File: src/rtl/seg_code_pkg.sv
// Seven-segment link code table and receiver state encoding, shared by the
// transmit-side encoder and the receive-side decoder.
package seg_code_pkg;

  // Word layout is {seg[6:0], dpt}; digit n clears seg bit n.
  localparam logic [7:0] SEG_D0    = 8'hFD;
  localparam logic [7:0] SEG_D1    = 8'hFB;
  localparam logic [7:0] SEG_D2    = 8'hF7;
  localparam logic [7:0] SEG_D3    = 8'hEF;
  localparam logic [7:0] SEG_D4    = 8'hDF;
  localparam logic [7:0] SEG_D5    = 8'hBF;
  localparam logic [7:0] SEG_ERR   = 8'h80;
  localparam logic [7:0] SEG_BLANK = 8'hFF;

  typedef enum logic [1:0] {
    ST_IDLE  = 2'd0,
    ST_TRACK = 2'd1,
    ST_HOLD  = 2'd2
  } rx_state_e;

  // Builds a link word from its segment and decimal-point parts.
  function automatic logic [7:0] seg_word(input logic [6:0] seg, input logic dpt);
    return {seg, dpt};
  endfunction

endpackage

File: src/rtl/seg_code_decode.sv
// Combinational classifier of a link word into digit / error code / blank,
// anything not matched is treated as illegal by the caller.
module seg_code_decode
  import seg_code_pkg::*;
(
  input  logic [7:0] word,
  output logic       is_digit,
  output logic       is_err,
  output logic       is_blank,
  output logic [3:0] digit
);

  // Table lookup of the received word.
  always_comb begin
    is_digit = 1'b0;
    is_err   = 1'b0;
    is_blank = 1'b0;
    digit    = 4'd0;
    case (word)
      SEG_D0:    begin is_digit = 1'b1; digit = 4'd0; end
      SEG_D1:    begin is_digit = 1'b1; digit = 4'd1; end
      SEG_D2:    begin is_digit = 1'b1; digit = 4'd2; end
      SEG_D3:    begin is_digit = 1'b1; digit = 4'd3; end
      SEG_D4:    begin is_digit = 1'b1; digit = 4'd4; end
      SEG_D5:    begin is_digit = 1'b1; digit = 4'd5; end
      SEG_ERR:   is_err   = 1'b1;
      SEG_BLANK: is_blank = 1'b1;
      default:   digit    = 4'd0;
    endcase
  end

endmodule

File: src/rtl/seg_to_num_rx.sv
// Receive end of the seven-segment digit link: synchronizes the remote word,
// waits for it to settle, then reports it once as digit, error code or illegal.
module seg_to_num_rx
  import seg_code_pkg::*;
#(
  parameter int STABLE_CYCLES = 4,
  parameter int CNT_W         = 8
) (
  input  logic             clk,
  input  logic             rst,
  input  logic [6:0]       seg_in,
  input  logic             dpt_in,
  input  logic             clr_cnt,
  output logic [3:0]       num_out,
  output logic             num_valid,
  output logic             err_code,
  output logic             illegal,
  output logic [CNT_W-1:0] err_cnt
);

  localparam int SW = $clog2(STABLE_CYCLES + 1);
  localparam logic [SW-1:0]    STAB_LAST = SW'(STABLE_CYCLES - 1);
  localparam logic [CNT_W-1:0] CNT_MAX   = {CNT_W{1'b1}};

  logic [7:0]    sync_a;
  logic [7:0]    sync_b;
  logic [7:0]    w_q;
  logic [SW-1:0] stab_cnt;
  rx_state_e     state;

  logic       is_digit;
  logic       is_err;
  logic       is_blank;
  logic [3:0] digit;
  logic       decode_fire;
  logic       err_event;

  seg_code_decode u_decode (
    .word     (w_q),
    .is_digit (is_digit),
    .is_err   (is_err),
    .is_blank (is_blank),
    .digit    (digit)
  );

  // Two-flop synchronizer; idles at blank so reset never looks like a new word.
  always_ff @(posedge clk or posedge rst) begin
    if (rst) begin
      sync_a <= SEG_BLANK;
      sync_b <= SEG_BLANK;
    end else begin
      sync_a <= seg_word(seg_in, dpt_in);
      sync_b <= sync_a;
    end
  end

  // Decode happens on the single cycle the settled word completes its count.
  always_comb begin
    decode_fire = (state == ST_TRACK) && (sync_b == w_q) && (stab_cnt == STAB_LAST);
    err_event   = decode_fire && !is_blank && !is_digit;
  end

  // Stability tracking FSM with registered result pulses.
  always_ff @(posedge clk or posedge rst) begin
    if (rst) begin
      w_q       <= SEG_BLANK;
      stab_cnt  <= '0;
      state     <= ST_IDLE;
      num_out   <= 4'd0;
      num_valid <= 1'b0;
      err_code  <= 1'b0;
      illegal   <= 1'b0;
    end else begin
      num_valid <= 1'b0;
      err_code  <= 1'b0;
      illegal   <= 1'b0;
      if (sync_b != w_q) begin
        w_q      <= sync_b;
        stab_cnt <= '0;
        state    <= ST_TRACK;
      end else begin
        case (state)
          ST_TRACK: begin
            if (stab_cnt == STAB_LAST) begin
              if (is_blank) begin
                state <= ST_IDLE;
              end else begin
                state <= ST_HOLD;
                if (is_digit) begin
                  num_out   <= digit;
                  num_valid <= 1'b1;
                end else if (is_err) begin
                  err_code <= 1'b1;
                end else begin
                  illegal <= 1'b1;
                end
              end
            end else begin
              stab_cnt <= stab_cnt + SW'(1);
            end
          end
          ST_IDLE: state <= ST_IDLE;
          ST_HOLD: state <= ST_HOLD;
          default: state <= ST_IDLE;
        endcase
      end
    end
  end

  // Saturating error counter; a clear wins over a coincident error.
  always_ff @(posedge clk or posedge rst) begin
    if (rst) begin
      err_cnt <= '0;
    end else if (clr_cnt) begin
      err_cnt <= '0;
    end else if (err_event && (err_cnt != CNT_MAX)) begin
      err_cnt <= err_cnt + CNT_W'(1);
    end else begin
      err_cnt <= err_cnt;
    end
  end

endmodule

File: config.mk
export PLATFORM = sky130hd
export DESIGN_NAME = seg_to_num_rx
export DESIGN_NICKNAME = d
export VERILOG_FILES = /design/src/rtl/seg_code_pkg.sv /design/src/rtl/seg_code_decode.sv /design/src/rtl/seg_to_num_rx.sv
export SDC_FILE = /design/constraint.sdc
export NUM_CORES = 1
export LEC_CHECK = 0
export ABC_AREA = 1
export CORE_ASPECT_RATIO = 0.75
export CORE_MARGIN = 5
export CORE_UTILIZATION = 49
export DETAILED_ROUTE_END_ITERATION = 16
export GPL_TIMING_DRIVEN = 1
export PLACE_DENSITY = 0.72
export SYNTH_ARGS = -nofsm -noshare
export SYNTH_HDL_FRONTEND = slang
export SYNTH_SLANG_ARGS = --single-unit
File: constraint.sdc
create_clock -name clk -period 1.44 [get_ports clk]
set_clock_uncertainty 0.1 [all_clocks]
set_input_delay 0.216 -clock clk [delete_from_list [all_inputs] [get_ports clk]]
set_output_delay 0.216 -clock clk [all_outputs]
set_load 0.05 [all_outputs]
==> qor.yml, run 1 <==
cts.htree.levels: 2
register_area_share_after_synthesis: 0.5246
final_cells: 339
grt_overflow: 0
yosys_warnings: 0
area_growth_syn_to_layout_pct: 45.22
vias: 1612
critPathKind: "reg2reg"
wl_met1_um: 1969
critPathLaunch: "w_q[4]"
clk_transition_reported_paths_ps: 90
avgRoutedWirePerCell_um: 12.79
grt.total_usage: 0.1642
floorplan.rows: 20
worstPathCellList: "nand2_1 > nand2_1 > nand2_2 > nor2_4 > nand2_4 > nor2_8 > nand3_4 > nand3_2 > nand2_1"
dp.cells: 322
drt_first_pass_iters: 4
met3WireLength_um: 172
timing.final.setup_violations: 19
ff2ff_path_depth: 9
detailedPlacementHpwl_um: 2852
vias_in_the_first_global_route: 1515
post_route_cells_drive_above_1_share: 0.4824
route.detailed.vias_per_inst: 4.755
vdd_drop_max_uv: 682.4
final_common_cell: "sky130_fd_sc_hd__nand2_1"
ant_nets: 0
layout_nets: 299
setup_total_negative_slack_ps: -4651
wl_um: 4337
power.leakage_nw: 1.502
count_of_pins_on_the_block_boundary: 26
fmaxAchievable_ghz: 0.5770
drcViolationCount: 0
drv.max_cap_violation_count: 0
timing.critical_path.slowest_cell_delay_ps: 600
hold_viol_final: 0
final_critical_path_setup_slack_ps: -293.2
coreArea_sq_um: 4104
commonest_cells_after_routing_fill_and_taps_aside: "sky130_fd_sc_hd__nand2_1, sky130_fd_sc_hd__inv_1, sky130_fd_sc_hd__buf_4, sky130_fd_sc_hd__dfstp_2, sky130_fd_sc_hd__dfrtp_1"
timing.critical_path.arrival_ps: 1830
cts_max_path_buffers: 2
clock_tree.root_cell: "sky130_fd_sc_hd__clkbuf_8"
power_density_nw_per_um2: 772.6
unrepaired_setup_endpoints_after_global_routing: "true"
final_period_minus_worst_setup_slack_ps: 1733
die_x_extent_um: 85.74
globalplace.congestion: 0.7919
cts_tree: "yes"
antenna_cells_inserted: 0
regToRegStartpoint: "w_q[4]"
number_of_antenna_violations_at_the_first_check_in_global_routing: 0
timing.critical_path.depth: 9
yosys.cell_types.count: 28
critical_path_required_ps: 1540
crit_path_max_fanout: 8
min_path_type: "in2async"
synthesized_area_divided_by_synthesized_cell_count_sq_um: 9.247
highest-signal-layer: "met4"
whs_ps: 149.9
run_status: "complete, but fails checks"
filler_cell_count: 282
cts.sinks: 43
cp_top_family: "simple AND/OR/NAND/NOR gates"
report.final.slew_viol_count: 0
ys_seq_elements: 43
routed-wl-met2_um: 2080
fp.dieArea_sq_um: 5728
initialDrtViolationCount: 100
cts-buffers-inserted: 5
syn-cell-area_sq_um: 2108
cts_hold_buf: 0
critPathLaunchType: "register"
crit_top_cell: "sky130_fd_sc_hd__nand2_1"
grt_pass1_wl_um: 6996
port_buffers: 24
fin_crit_sh: 1.204
initial_core_util: 0.5137
clk_latency_worst_skew_pair_ps: 310
syn_inst: 228
violations: "negative setup slack"
grt_start_max_net_pins: 44
timing.critical_path.buf_inv: 0
detailedPlace.worstSlack_ps: -296.5
crit_path_top_delay_cell: "sky130_fd_sc_hd__dfstp_2"
synth_fp_nets: 244
die_h_um: 66.81
timing.critical_path.to_type: "register"
[repair_timing]
action	4_1_cts	5_1_grt
hold endpoints to repair	0	0
resized for setup	8	25
buffers inserted	6	2
pin swaps	6	22
gates cloned	1	0
endpoints found under the setup margin	19	19
[stage by stage]
stage / utilization / cell area, sq um / power, mW
after global placement: 0.6726 / 2760 / 1.468
after global routing: 0.7460 / 3062 / 2.477
after floorplan: - / 2141 / 1.411
final: 0.7460 / 3062 / 2.366
after CTS: 0.7201 / 2955 / 2.370
after detailed placement: 0.6726 / 2760 / 1.474
[report_power, final]
group | total (mW) | switching, mW | internal, mW | leakage, nW
Sequential | 1.30 | 0.0277 | 1.27 | 0.509
Combinational | 0.179 | 0.0984 | 0.0810 | 0.936
Clock | 0.889 | 0.435 | 0.454 | 0.0573
[Yosys cell counts (all sizes together)]
library cell  instances  area [sq um]
xnor2                 3         26.28
xor2                  4         35.03
dfrtp                19         475.5
o21ai                 7         35.03
nor4                  1         6.260
nand3                18         125.1
nand2                62         277.8
clkbuf                8         30.03
conb                  1         3.750
nand4                10         62.56
dfstp                24         630.6
buf                   2         12.51
nor2                 24         160.1
nand3b                2         15.01
ha                    5         62.56
inv                  35         131.4
a21oi                 3         18.77
[cell families (layout without fill, tap and decap cells)]
logic type                 after synthesis  in the layout  synth area share
AOI/OAI and AO/OA                       10             10           0.02552
other                                    1              1          0.001779
buffers and inverters                   45            100           0.08249
xor gates and xnor gates                 7              7           0.02908
DFF                                     43             43            0.5246
and+or+nand+nor                        117            118            0.3068
adders and majority gates                5              5           0.02967
[final cells by class]
class                      count  area, sq um  area share
clock buffer                   6        93.84     0.03065
multi-input combinational    141        975.9      0.3188
inverter                      35        131.4     0.04291
tap                           55        68.82     0.02248
timing repair buffer          57        668.1      0.2182
clock inverter                 2        15.01    0.004904
sequential                    43         1109      0.3621
[metal layers]
layer / GRT usage / vias to the layer above
met5: 0 / -
met2: 0.2510 / 32
met3: 0.06057 / 12
li1: - / 816
met1: 0.2059 / 752
met4: 0.07905 / 0
[tightest hold or removal path, delay by kind of cell]
family | cells | cell delay (ps)
buffers and inverters | 3 | 710
[final timing paths]
kind | end | slack (ps)
max | err_cnt[0] | -290
min | illegal | 150
max reg2reg | err_cnt[0] | -290
min reg2reg | sync_b[0] | 260
max in group asynchronous | sync_b[0] | 810
min in group clk | sync_a[6] | 200
[state kept, by name, indices dropped and copies added (netlist names)]
register	flops
w_q	8
err_code	1
err_cnt	8
state	2
sync_b	8
stab_cnt	3
num_out	3
illegal	1
sync_a	8
num_valid	1
Power figures use the tool's default switching activity.
==> inputs of run 2 (changes only) <==
CTS_CLUSTER_SIZE = 40   (was unset)
==> results of run 2 <==
Final layout, timing and power as in run 1 (identical DEF).
